### config.mk
export PLATFORM = sky130hd
export DESIGN_NAME = decode_out_fifo
export DESIGN_NICKNAME = d
export VERILOG_FILES = /design/src/rtl/decode_out_fifo.sv
export SDC_FILE = /design/constraint.sdc
export NUM_CORES = 1
export LEC_CHECK = 0
export CORE_MARGIN = 4
export CORE_UTILIZATION = 30
export DETAILED_ROUTE_END_ITERATION = 16
export GPL_TIMING_DRIVEN = 0
export HOLD_SLACK_MARGIN = 0.12
export PLACE_DENSITY_LB_ADDON = 0.3
export SYNTH_ARGS = -nofsm -noshare
export SYNTH_HDL_FRONTEND = slang
export SYNTH_SLANG_ARGS = --single-unit
### constraint.sdc
create_clock -name clk -period 4.8 [get_ports clk]
set_clock_uncertainty 0.1 [all_clocks]
set_input_delay 0.96 -clock clk [delete_from_list [all_inputs] [get_ports clk]]
set_output_delay 0.96 -clock clk [all_outputs]
set_load 0.01 [all_outputs]
### src/rtl/decode_out_fifo.sv
// ---------------------------------------------------------------------------
// decode_out_fifo
//
// Downstream buffering stage for the decoder output. Each valid decoded word
// is captured into a DEPTH-entry synchronous FIFO and presented to the
// consumer over a valid/ready handshake. Words offered while the FIFO is
// full are dropped and recorded in a sticky overflow flag.
//
// Parameters:
//   WIDTH  data word width (must match the decoder output width)
//   DEPTH  FIFO entries, power of 2, >= 2
//   AW     pointer width, derived from DEPTH
//
// Ports:
//   clk        clock, all logic on posedge
//   rst        synchronous active-high reset
//   in_valid   upstream word present this cycle
//   in_data    decoded word from the decoder
//   in_ready   FIFO can accept a word (== !full)
//   out_valid  head word available (== !empty)
//   out_data   head-of-FIFO word, 0 while empty
//   out_ready  consumer accepts the head word
//   level      current occupancy, 0..DEPTH
//   full       level == DEPTH
//   empty      level == 0
//   overflow   sticky: a word was offered while full
//   clr_ovf    clears overflow (a new drop in the same cycle wins)
//   drop_cnt   (only with DECODE_OUT_FIFO_STATS_EN) saturating count of
//              dropped words, cleared by clr_ovf like overflow
//
// Optional feature macro: DECODE_OUT_FIFO_STATS_EN
// ---------------------------------------------------------------------------
module decode_out_fifo #(
    parameter int WIDTH = 32,
    parameter int DEPTH = 8,
    localparam int AW   = $clog2(DEPTH)
) (
    input  logic             clk,
    input  logic             rst,
    input  logic             in_valid,
    input  logic [WIDTH-1:0] in_data,
    output logic             in_ready,
    output logic             out_valid,
    output logic [WIDTH-1:0] out_data,
    input  logic             out_ready,
    output logic [AW:0]      level,
    output logic             full,
    output logic             empty,
    output logic             overflow,
    input  logic             clr_ovf
`ifdef DECODE_OUT_FIFO_STATS_EN
    ,
    output logic [15:0]      drop_cnt
`endif
);

    localparam logic [AW:0] DEPTH_LVL = (AW+1)'(DEPTH);

    logic [WIDTH-1:0] mem [DEPTH];

    logic [AW-1:0] wr_ptr_q, wr_ptr_d;
    logic [AW-1:0] rd_ptr_q, rd_ptr_d;
    logic [AW:0]   level_q,  level_d;
    logic          overflow_q, overflow_d;

    logic push;
    logic pop;
    logic drop;

    // Status is derived from the registered occupancy only, so in_ready has
    // no combinational dependence on out_ready: a pop while full frees a
    // slot for the next cycle, not this one.
    assign full      = (level_q == DEPTH_LVL);
    assign empty     = (level_q == '0);
    assign in_ready  = !full;
    assign out_valid = !empty;
    assign level     = level_q;
    assign overflow  = overflow_q;
    assign out_data  = empty ? '0 : mem[rd_ptr_q];

    always_comb begin
        push = in_valid && !full;
        pop  = out_ready && !empty;
        drop = in_valid && full;

        // Pointers wrap naturally because DEPTH is a power of 2.
        wr_ptr_d = wr_ptr_q + AW'(push);
        rd_ptr_d = rd_ptr_q + AW'(pop);
        level_d  = level_q + (AW+1)'(push) - (AW+1)'(pop);

        // A drop in the same cycle as a clear keeps the flag set.
        overflow_d = overflow_q;
        if (drop) begin
            overflow_d = 1'b1;
        end else if (clr_ovf) begin
            overflow_d = 1'b0;
        end
    end

    always_ff @(posedge clk) begin
        if (rst) begin
            wr_ptr_q   <= '0;
            rd_ptr_q   <= '0;
            level_q    <= '0;
            overflow_q <= 1'b0;
        end else begin
            wr_ptr_q   <= wr_ptr_d;
            rd_ptr_q   <= rd_ptr_d;
            level_q    <= level_d;
            overflow_q <= overflow_d;
        end
    end

    // Storage has no reset; stale contents are never visible because
    // out_data is masked while empty.
    always_ff @(posedge clk) begin
        if (push && !rst) begin
            mem[wr_ptr_q] <= in_data;
        end
    end

`ifdef DECODE_OUT_FIFO_STATS_EN
    logic [15:0] drop_cnt_q, drop_cnt_d;

    assign drop_cnt = drop_cnt_q;

    always_comb begin
        drop_cnt_d = drop_cnt_q;
        if (drop) begin
            if (drop_cnt_q != 16'hFFFF) begin
                drop_cnt_d = drop_cnt_q + 16'd1;
            end
        end else if (clr_ovf) begin
            drop_cnt_d = 16'd0;
        end
    end

    always_ff @(posedge clk) begin
        if (rst) begin
            drop_cnt_q <= 16'd0;
        end else begin
            drop_cnt_q <= drop_cnt_d;
        end
    end
`endif

endmodule
# ---- After elaboration in Yosys (flattened, before gate mapping)
# Memories as Yosys holds them, arrays and structs flattened. A register that Yosys moved wholly into a read port is not among the register bits.
# Cells that the tools add are included.
dict set report classes {
  muxes 6
  multipliers 0
  n_eq_ne 1
  add_sub_neg 4
  magnitude_cmp 0
  n_shift 0
  div_mod_pow 0
  bitwise_logic 0
  n_reduce_logical 9
}
# op n
set ops {}
lappend ops {{2-to-1 mux 32 bit} 1}
lappend ops {{adder 3 x 1 -> 3 bit} 2}
lappend ops {{adder 4 x 1 -> 4 bit} 1}
lappend ops {{equality test 4 bit (second input constant)} 1}
lappend ops {{logical AND 1 bit} 4}
lappend ops {{zero test 4 bit} 1}
lappend ops {{2-to-1 mux 1 bit} 4}
lappend ops {{subtractor 4 x 1 -> 4 bit} 1}
lappend ops {{zero test 1 bit} 3}
lappend ops {{2-to-1 mux 3 bit} 1}
lappend ops {{nonzero test 2 bit} 1}
dict set report totals {
  input_bits 37
  n_memories 1
  rom_bits 0
  output_inout_bits 41
  latchBits 0
  wordCells 25
  ram_bits 256
  reg_bits 11
}
# name words width read_ports rd_ports_with_merged_regs write_ports line_no
set memory_table {}
lappend memory_table {mem 8 32 1 1 1 59} ;# logic [WIDTH-1:0] mem [DEPTH];

# ---- Longest topological paths before layout
# Gate-level depths: netlist of the first run.
dict set report depth {
  depth_word 6
  mapped_depth 10
  depth_no_buf 10
}

# ---- Worst setup path before layout of the first run
# No wires, ideal clock.
dict set report synth_timing {
  kind {input port to flip-flop}
  start {input rst}
  end {memory mem[1][0] (enable)}
  setup_ns 0.461
  t_arrival_ns 3.412
  path_stages 2
  path_slack_ns 0.827
  t_required_ns 4.239
  path_buffers 0
  path_cell_list {nand4b_1 > nor3_1}
}
dict set report synth_via {
  elab_chain_cells 4
}
# element line_no
set synth_lines {}
lappend synth_lines {{from (decl)} 39} ;# input logic rst,
lappend synth_lines {{zero test 1 bit} 117} ;# if (push && !rst) begin
lappend synth_lines {{logical AND 1 bit} 117}
lappend synth_lines {{2-to-1 mux 1 bit} 117}
lappend synth_lines {{2-to-1 mux 1 bit (implied by the code)} 118} ;# mem[wr_ptr_q] <= in_data;
lappend synth_lines {{to (decl)} 59}
# No other way between the ends.

# ---- Worst setup path in the final report of the first run
dict set report layout_timing {
  start {register level_q[2], in the netlist level[2]}
  end {output out_data[18]}
}
dict set report layout_via {
  elab_chain_cells 2
}
# element line_no
set layout_lines {}
lappend layout_lines {{from (decl)} 63} ;# logic [AW:0] level_q, level_d;
lappend layout_lines {{from (signal assigned)} 109} ;# level_q <= level_d;
lappend layout_lines {{zero test 4 bit} 74} ;# assign empty = (level_q == '0);
lappend layout_lines {{2-to-1 mux 32 bit} 79} ;# assign out_data = empty ? '0 : mem[rd_ptr_q];
lappend layout_lines {{to (decl)} 44} ;# output logic [WIDTH-1:0] out_data,
# No other way between the ends.

==> results of run 1 <==
==> power breakdown <==
part           switching (mW)  leakage (nW)  internal (mW)  total, mW
clock network           0.839         0.450           1.32       2.16
logic                   0.829          1.28          0.981       1.81
registers              0.0352          2.40           2.65       2.69
total                    1.70          4.13           4.95       6.65
==> routing by layer <==
layer  global-route usage  vias up  share of wire
li1                     -     2145              -
met1                0.140     2507           0.40
met2                0.224      102           0.55
met3               0.0219       26          0.041
met4               0.0236        0          0.015
met5                    0        -              0
==> cells by family (layout without fill, tap and decap cells) <==
family / count (synthesis) / in the layout
AOI/OAI and AO/OA: 35 / 35
xor gates and xnor gates: 3 / 3
adders and majority gates: 11 / 11
buffers and inverters: 30 / 173
DFF: 267 / 267
muxes: 65 / 65
and+or+nand+nor: 32 / 32
==> layout by cell type, fill, tap and decap left out <==
cell	count
a21o_1	1
a21oi_1	2
a22o_1	32
buf_1	2
buf_12	10
buf_2	4
buf_6	7
buf_8	3
bufinv_16	4
clkbuf_1	14
clkbuf_16	29
clkbuf_2	1
clkdlybuf4s50_1	77
clkinv_1	8
clkinv_2	3
clkinvlp_4	2
dfxtp_1	11
edfxtp_1	256
fa_1	1
ha_1	10
inv_1	8
inv_6	1
mux2_2	1
mux4_1	28
mux4_2	36
nand2_1	2
nand2b_1	2
nand4b_1	1
nor2_1	6
nor2_4	6
nor2b_1	10
nor3_2	1
nor3_4	1
nor3b_2	1
or3b_2	1
or4b_1	1
xnor2_1	3
==> final cells by class <==
type,count,area (sq um)
fill,3068,20800
sequential,267,7910
multi-input combinational,146,2270
timing repair buffer,90,981
clock buffer,35,748
tap,448,561
clock inverter,18,189
buffer,22,176
inverter,8,30.0
==> through the flow <==
stage / setup TNS (ns) / instance area [sq um]
after CTS: 0 / 12900
final: 0 / 12900
after global routing: 0 / 12900
after detailed placement: 0 / 11900
after floorplan: 0 / 10300
after global placement: -223.32 / 11700
==> final timing paths <==
kind	start	endpoint	slack (ns)	cells after the start
setup / recovery	level[2]	out_data[18]	0.53	8
hold / removal	rd_ptr_q[2]	rd_ptr_q[2]	0.45	2
setup reg to reg	level[2]	mem[0][17]	1.93	8
hold reg to reg	rd_ptr_q[2]	rd_ptr_q[2]	0.45	2
==> registers in the layout, indices dropped and copies added (netlist names) <==
signal	count
mem	256
level	4
rd_ptr_q	3
wr_ptr_q	3
overflow	1
==> worst max-delay path, stage by stage (launching register included) <==
cell and delay (ns):
dfxtp_1 0.33, inv_1 0.08, ha_1 0.19, nor3b_2 0.19, nor2b_1 0.12, clkbuf_1 0.28
clkbuf_1 0.61, a22o_1 0.32, clkdlybuf4s50_1 0.55
==> Yosys cell counts <==
cell type,instances
a21o_1,1
a21oi_1,2
a22o_1,32
buf_1,2
buf_12,4
buf_2,4
buf_6,3
clkbuf_1,8
clkbuf_2,1
dfxtp_1,11
edfxtp_1,256
fa_1,1
ha_1,10
inv_1,8
mux2_2,1
mux4_1,28
mux4_2,36
nand2_1,2
nand2b_1,2
nand4b_1,1
nor2_1,12
nor2b_1,10
nor3_1,1
nor3_2,1
nor3b_2,1
or3b_2,1
or4b_1,1
xnor2_1,3
==> results.py, run 1 <==
metrics = {
    "pwr": {
        "powerDensity_mw_per_mm2": 517,
        "irDropWorstVdd_v": 0.000305,
        "leakagePower_nw": 4.13,
        "finalPower_mw": 6.65,
    },
    "yosys": {
        "ys_types": 28,
        "synth_mux_area_frac": 0.151,
        "synthesis.area_sq_mm": 0.0103,
        "synth_top_family_by_area": "multiplexers",
        "yosysSeqAreaShare": 0.766,
        "synthCells": 443,
        "synth.top_cell.area_share": 0.745,
        "netlist_top_cells_area": "edfxtp_1 74%, mux4_2 7.9%, mux4_1 7.1%",
        "yosysWarnings": 0,
        "synth_adder_area_share": 0.0141,
        "synth_seq_cells": 267,
        "synth_area_leader_cell": "edfxtp_1",
        "yosys.area_share.simple": 0.0177,
        "synth-compound-area-share": 0.0288,
        "synth_area_per_cell_sq_um": 23.3,
        "synthXorXnorAreaFrac": 0.00255,
        "synth.net_count": 491,
    },
    "critical_path": {
        "end_kind": "primary output",
        "crit_fanout": 10,
        "crit_arrival_ns": 3.21,
        "path_class": "flip-flop to primary output",
        "start_kind": "flip-flop",
        "critPathRequiredTime_ns": 3.74,
    },
    "clock_network": {
        "cts_root_buffer": "clkbuf_16",
        "clk_pin_slew_worst_paths_ns": 0.06,
        "cts_resized": 0,
        "tritoncts": "built",
        "hold_buffers": 0,
        "htreeDepth": 1,
        "post_cts_buffers": 0,
        "cts_buffers": 29,
        "clockBufferDepth": 3,
        "clock-sinks": 267,
        "clk-insertion-delay-late_ns": 0.53,
    },
    "routing": {
        "postRouteAntennaNets": 0,
        "drc": 0,
        "via_per_inst": 4.62,
        "drt_pass1_iterations": 4,
        "vias": 4780,
        "wl_microns": 22500,
        "routedWlPerCell_microns": 21.8,
        "drtIter0Drc": 250,
    },
    "sta": {
        "finalSetupViolations": 0,
        "fmax_mhz": 234,
        "fin_crit_ns": 4.27,
        "finalHoldViolations": 0,
        "tightest_slew_ns": 0.762,
        "relSlewSlack": 0.492,
        "rsz0062_at_grt": "no",
        "drv_slew": 0,
        "finalHoldWorstSlack_ns": 0.453,
        "fin_crit_sh": 0.889,
        "setup_slack_ns": 0.533,
    },
    "global_route": {
        "grt_antenna_before_repair": 0,
        "grt_pass1_wl_microns": 33800,
        "grt-ovfl-total": 0,
        "grt_pass1_vias": 5338,
        "grt_max_degree": 24,
        "track_usage": 0.118,
    },
    "placement": {
        "io_buffers": 77,
        "place_ws_ns": 0.987,
        "dp_cells": 981,
        "dp_hpwl_microns": 14300,
        "place_congestion": 0.666,
    },
    "die": {
        "fp.dieW_microns": 194,
        "die_h_microns": 194,
        "die_area_sq_mm": 0.0374,
        "start_util": 0.306,
        "num_rows": 67,
        "core_sq_mm": 0.0337,
        "io_pins": 78,
    },
    "run_status": {
        "status": "completed",
    },
    "layout": {
        "nNetsFinal": 612,
        "antenna_cells": 0,
        "area_growth_syn_to_layout_pct": 24.6,
        "drive_gt1_frac": 0.189,
        "final_cell_count_no_fill": 1034,
        "finalCoreUtilization": 0.382,
    },
    "flow_run": {
        "cap_violations": 0,
    },
    "hold_path": {
        "hold_path.class": "flip-flop to flip-flop",
    },
}
Note: power is estimated with default switching activity, not from simulation.
==> run 2: changes to the inputs <==
CAP_MARGIN = 30   (was unset)
==> run 2 against run 1 <==
First-iteration DRC count fell by 3.6%. Die area is the same. Register-to-register slack got worse by 0.03 ns. Wire length fell by 0.15%. Setup slack got worse by 0.031 ns. Clock-buffer cell count up 6. Sequential power about the same. Critical path type unchanged. Combinational power barely moved. Fmax decreased by 0.73%. Design area fell by 0.16%.
==> results.py, run 2 (synthesis results as in run 1) <==
metrics = {
    "critical_path": {
        "path_class": "flip-flop to primary output",
        "r2r_start": "level[2]",
        "end_kind": "primary output",
        "crit_arrival_ns": 3.24,
        "cp_slowest_stage_delay_ns": 0.64,
        "critPathSlowestCell": "clkbuf_1",
        "cp.depth": 7,
        "reg2reg_depth": 8,
        "critPathRequiredTime_ns": 3.74,
        "critPathTopFamily": "buffers and inverters",
        "crit_fanout": 10,
        "path_buf_inv": 3,
        "crit_path_start": "level[2]",
        "start_kind": "flip-flop",
        "cp_cell_sequence": "inv_1 > ha_1 > nor3b_2 > nor2_1 > clkbuf_1 > a22o_1 > clkdlybuf4s50_1",
    },
    "layout": {
        "nNetsFinal": 612,
        "final_cell_mix": "256 x edfxtp_1, 77 x clkdlybuf4s50_1, 36 x mux4_2",
        "top_register": "mem",
        "fillCellCount": 3069,
        "drive_gt1_frac": 0.188,
        "largest_reg_flops": 256,
        "final_common_cell": "edfxtp_1",
        "antenna_cells": 0,
        "final_cell_count_no_fill": 1034,
        "area_growth_syn_to_layout_pct": 24.4,
    },
    "placement": {
        "place_ws_ns": 0.937,
        "dp_cells": 981,
        "place_congestion": 0.666,
        "dp_hpwl_microns": 14300,
        "io_buffers": 77,
    },
    "routing": {
        "via_per_inst": 4.57,
        "vias": 4729,
        "drtIter0Drc": 241,
        "postRouteAntennaNets": 0,
        "drt_pass1_iterations": 4,
        "wl_met2_microns": 12400,
        "met3_wirelength_microns": 922,
        "drc": 0,
        "maxUsedRoutingLayer": "met4",
        "routedWlPerCell_microns": 21.8,
        "wl_microns": 22500,
        "wl_met1_microns": 8780,
    },
    "global_route": {
        "track_usage": 0.118,
        "grt_antenna_before_repair": 0,
        "grt-ovfl-total": 0,
        "grt_pass1_wl_microns": 33800,
        "grt_pass1_vias": 5341,
        "grt_max_degree": 24,
    },
    "hold_path": {
        "hold_path.class": "flip-flop to flip-flop",
        "hp-start": "rd_ptr_q[2]",
        "hold_depth": 2,
    },
    "sta": {
        "rsz0062_at_grt": "no",
        "fin_crit_sh": 0.895,
        "finalHoldViolations": 0,
        "tightest_slew_ns": 0.776,
        "fmax_mhz": 233,
        "finalSetupViolations": 0,
        "setup_slack_ns": 0.502,
        "relSlewSlack": 0.483,
        "fin_crit_ns": 4.30,
        "drv_slew": 0,
    },
    "die": {
        "io_pins": 78,
        "die_h_microns": 194,
        "num_rows": 67,
        "start_util": 0.306,
        "die_area_sq_mm": 0.0374,
        "fp.dieW_microns": 194,
        "core_sq_mm": 0.0337,
    },
    "pwr": {
        "leakagePower_nw": 4.12,
        "powerDensity_mw_per_mm2": 516,
        "irDropWorstVdd_v": 0.000262,
    },
    "clock_network": {
        "clk_pin_slew_worst_paths_ns": 0.06,
        "tritoncts": "built",
        "cts_buffers": 29,
        "cts_resized": 0,
        "post_cts_buffers": 0,
        "clock-sinks": 267,
        "clk-insertion-delay-late_ns": 0.53,
        "htreeDepth": 1,
        "clockBufferDepth": 3,
        "cts_root_buffer": "clkbuf_16",
        "hold_buffers": 0,
    },
    "run_status": {
        "status": "completed",
    },
    "flow_run": {
        "cap_violations": 0,
    },
}
-- run 2: layout make-up --
class,count,area [sq um],area share
plain buffers,22,176,0.0137
clock buffers,41,781,0.0608
clock inverters,12,136,0.0106
inverters,8,30.0,0.00234
multi-input cells,146,2270,0.176
flip-flops and latches,267,7910,0.616
well taps,448,561,0.0437
repair buffers,90,981,0.0764
-- run 2: report_power, final --
| group | internal, mW | switching [mW] | leakage [nW] | total, mW |
|---|---|---|---|---|
| sequential | 2.65 | 0.0359 | 2.40 | 2.69 |
| combinational | 0.982 | 0.834 | 1.28 | 1.82 |
| clock | 1.29 | 0.835 | 0.443 | 2.12 |
| total | 4.92 | 1.70 | 4.12 | 6.63 |
-- run 2: per-layer routing --
| metal | global-route usage | up-vias |
|---|---|---|
| li1 | - | 2143 |
| met1 | 0.143 | 2461 |
| met2 | 0.223 | 95 |
| met3 | 0.0214 | 30 |
| met4 | 0.0233 | 0 |
| met5 | 0 | - |
-- run 2: stage by stage --
stage / util / TNS [ns] / area [sq um] / hold WS, ns / total power, mW
6_report: 0.381 / 0 / 12800 / 0.447 / 6.63
2_1_floorplan: - / 0 / 10300 / 0.398 / 3.78
3_3_place_gp: 0.346 / -223.32 / 11700 / 0.429 / 4.55
4_1_cts: 0.381 / 0 / 12800 / 0.447 / 6.74
3_5_place_dp: 0.354 / 0 / 11900 / 0.434 / 4.61
5_1_grt: 0.381 / 0 / 12800 / 0.516 / 6.94
-- run 2: worst register-to-register path: stages (launching register included) --
cell and delay, ns:
dfxtp_1 0.33, inv_1 0.09, ha_1 0.20, or3b_2 0.23, inv_1 0.07, or4b_1 0.67, nor3_4 0.49, buf_8 0.24
buf_8 0.19
-- run 2: path summary, 6_finish.rpt --
path | slack [ns] | endpoint
setup reg to reg | 1.90 | mem[0][14]
setup / recovery | 0.50 | out_data[18]
hold / removal | 0.45 | rd_ptr_q[2]
hold reg to reg | 0.45 | rd_ptr_q[2]
==> run 3: changes to the inputs <==
PLACE_DENSITY_LB_ADDON = 0.2   (was 0.3)
==> run 3 against run 2 <==
Critical endpoint is now out_data[22]. Wire length decreased by 1.7%. Worst hold slack got worse by 0.0087 ns. First-iteration DRC count increased by 23%. Combinational power about the same.
==> results.py, run 3 (synthesis results as in run 1) <==
metrics = {
    "run_status": {
        "status": "completed",
    },
    "pwr": {
        "pwr-share-comb": 0.264,
        "leakagePower_nw": 4.19,
        "pwr-share-clk": 0.343,
        "powerDensity_mw_per_mm2": 528,
        "cellInternalPower_mw": 5.15,
        "irDropWorstVdd_v": 0.000297,
        "swShare": 0.248,
        "p_seq_frac": 0.393,
        "p_sw_mw": 1.70,
    },
    "clock_network": {
        "clock-sinks": 267,
        "clk_pin_slew_worst_paths_ns": 0.06,
        "clk-insertion-delay-late_ns": 0.51,
        "cts_root_buffer": "clkbuf_16",
        "htreeDepth": 1,
        "tritoncts": "built",
        "post_cts_buffers": 0,
        "cts_buffers": 28,
        "hold_buffers": 0,
        "cts_resized": 0,
        "clockBufferDepth": 3,
    },
    "sta": {
        "finalSetupViolations": 0,
        "relSlewSlack": 0.461,
        "fin_crit_ns": 4.28,
        "fin_crit_sh": 0.891,
        "rsz0062_at_grt": "no",
        "finalHoldViolations": 0,
        "drv_slew": 0,
        "tightest_slew_ns": 0.808,
        "fmax_mhz": 234,
        "setup_total_negative_slack_ns": 0,
        "finalHoldWorstSlack_ns": 0.438,
    },
    "critical_path": {
        "end_kind": "primary output",
        "critPathRequiredTime_ns": 3.74,
        "start_kind": "flip-flop",
        "cp_cell_sequence": "inv_1 > ha_1 > nor3b_2 > nor2b_1 > clkbuf_1 > clkbuf_1 > a22o_1 > clkdlybuf4s50_1",
        "crit_fanout": 10,
        "worst_path_most_repeated_cell": "clkbuf_1",
        "crit_arrival_ns": 3.22,
        "cp_slowest_stage_delay_ns": 0.61,
        "critPathSlowestCell": "clkbuf_1",
        "path_class": "flip-flop to primary output",
    },
    "layout": {
        "drive_gt1_frac": 0.198,
        "top_register": "mem",
        "final_cell_mix": "256 x edfxtp_1, 77 x clkdlybuf4s50_1, 36 x mux4_2",
        "final_common_cell": "edfxtp_1",
        "nNetsFinal": 610,
        "fillCellCount": 3057,
        "area_growth_syn_to_layout_pct": 25.6,
        "largest_reg_flops": 256,
        "antenna_cells": 0,
    },
    "flow_run": {
        "cap_violations": 0,
    },
    "routing": {
        "drtIter0Drc": 297,
        "wl_microns": 22100,
        "routedWlPerCell_microns": 21.5,
        "drt_pass1_iterations": 4,
        "vias": 4799,
        "drc": 0,
        "postRouteAntennaNets": 0,
        "via_per_inst": 4.66,
    },
    "global_route": {
        "track_usage": 0.117,
        "grt_antenna_before_repair": 1,
        "grt_max_degree": 24,
        "grt_pass1_wl_microns": 33300,
        "grt-ovfl-total": 0,
        "grt_pass1_vias": 5223,
    },
    "die": {
        "core_sq_mm": 0.0337,
        "io_pins": 78,
        "num_rows": 67,
        "die_area_sq_mm": 0.0374,
        "start_util": 0.306,
        "fp.dieW_microns": 194,
        "die_h_microns": 194,
    },
    "placement": {
        "place_congestion": 0.679,
        "io_buffers": 77,
        "dp_hpwl_microns": 13900,
    },
    "hold_path": {
        "hold_path.class": "flip-flop to flip-flop",
    },
}
==> run 3: changes by cell type in the layout (fill, tap and decap cells not counted), sizes merged <==
cell,change
bufinv,+4
clkbuf,-7
inv,-1
clkinvlp,-1
clkinv,+2
buf,-1
==> run 3: path summary, 6_finish.rpt <==
kind         slack [ns]   startpoint  cells after the start            to
min                0.44  rd_ptr_q[2]                      2   rd_ptr_q[2]
max reg2reg        1.91     level[2]                      7    mem[0][21]
max                0.52     level[2]                      8  out_data[22]
min reg2reg        0.44  rd_ptr_q[2]                      2   rd_ptr_q[2]
==> run 3: critical path, delay by kind of cell, from the launching register on <==
family	cells	cell delay, ns
flops	1	0.34
buf+inv	4	1.53
compound gates	1	0.30
simple gates	2	0.33
fa+ha+maj	1	0.20
==> run 3: stage by stage <==
step	total power [mW]	instance area, sq um	std cells	utilization	setup slack [ns]
detailed placement	4.60	11900	980	0.354	0.991
floorplan	3.78	10300	443	-	0.827
global route	7.17	13000	1030	0.385	0.278
global placement	4.55	11700	968	0.346	-2.41
CTS	6.97	13000	1030	0.385	0.413
finish	6.84	13000	1030	0.385	0.522
==> run 3: area by class of cell <==
| type | instances | area (sq um) | share of cell area |
|---|---|---|---|
| buffer | 22 | 176 | 0.0136 |
| clock buffer | 34 | 774 | 0.0597 |
| inverter | 8 | 30.0 | 0.00232 |
| timing repair buffer | 89 | 997 | 0.0769 |
| sequential | 267 | 7910 | 0.610 |
| tap | 448 | 561 | 0.0432 |
| multi-input combinational | 146 | 2270 | 0.175 |
| clock inverter | 16 | 250 | 0.0193 |
==> run 3: power by group through the flow <==
stage / Clock (mW) / Combinational, mW / Sequential, mW
global route: 2.52 / 1.96 / 2.70
finish: 2.35 / 1.81 / 2.69
CTS: 2.41 / 1.87 / 2.69
floorplan: 0 / 1.05 / 2.74
detailed placement: 0 / 1.86 / 2.74
global placement: 0 / 1.81 / 2.74
==> run 3: per-layer routing <==
metal  part of all wire  GRT usage  up-vias  wire, microns
li1                   -          -     2143              -
met1               0.41      0.151     2521           9150
met2               0.52      0.204      103          11500
met3              0.047     0.0230       30           1050
met4              0.016     0.0260        2            363
met5            0.00059          0        -             13
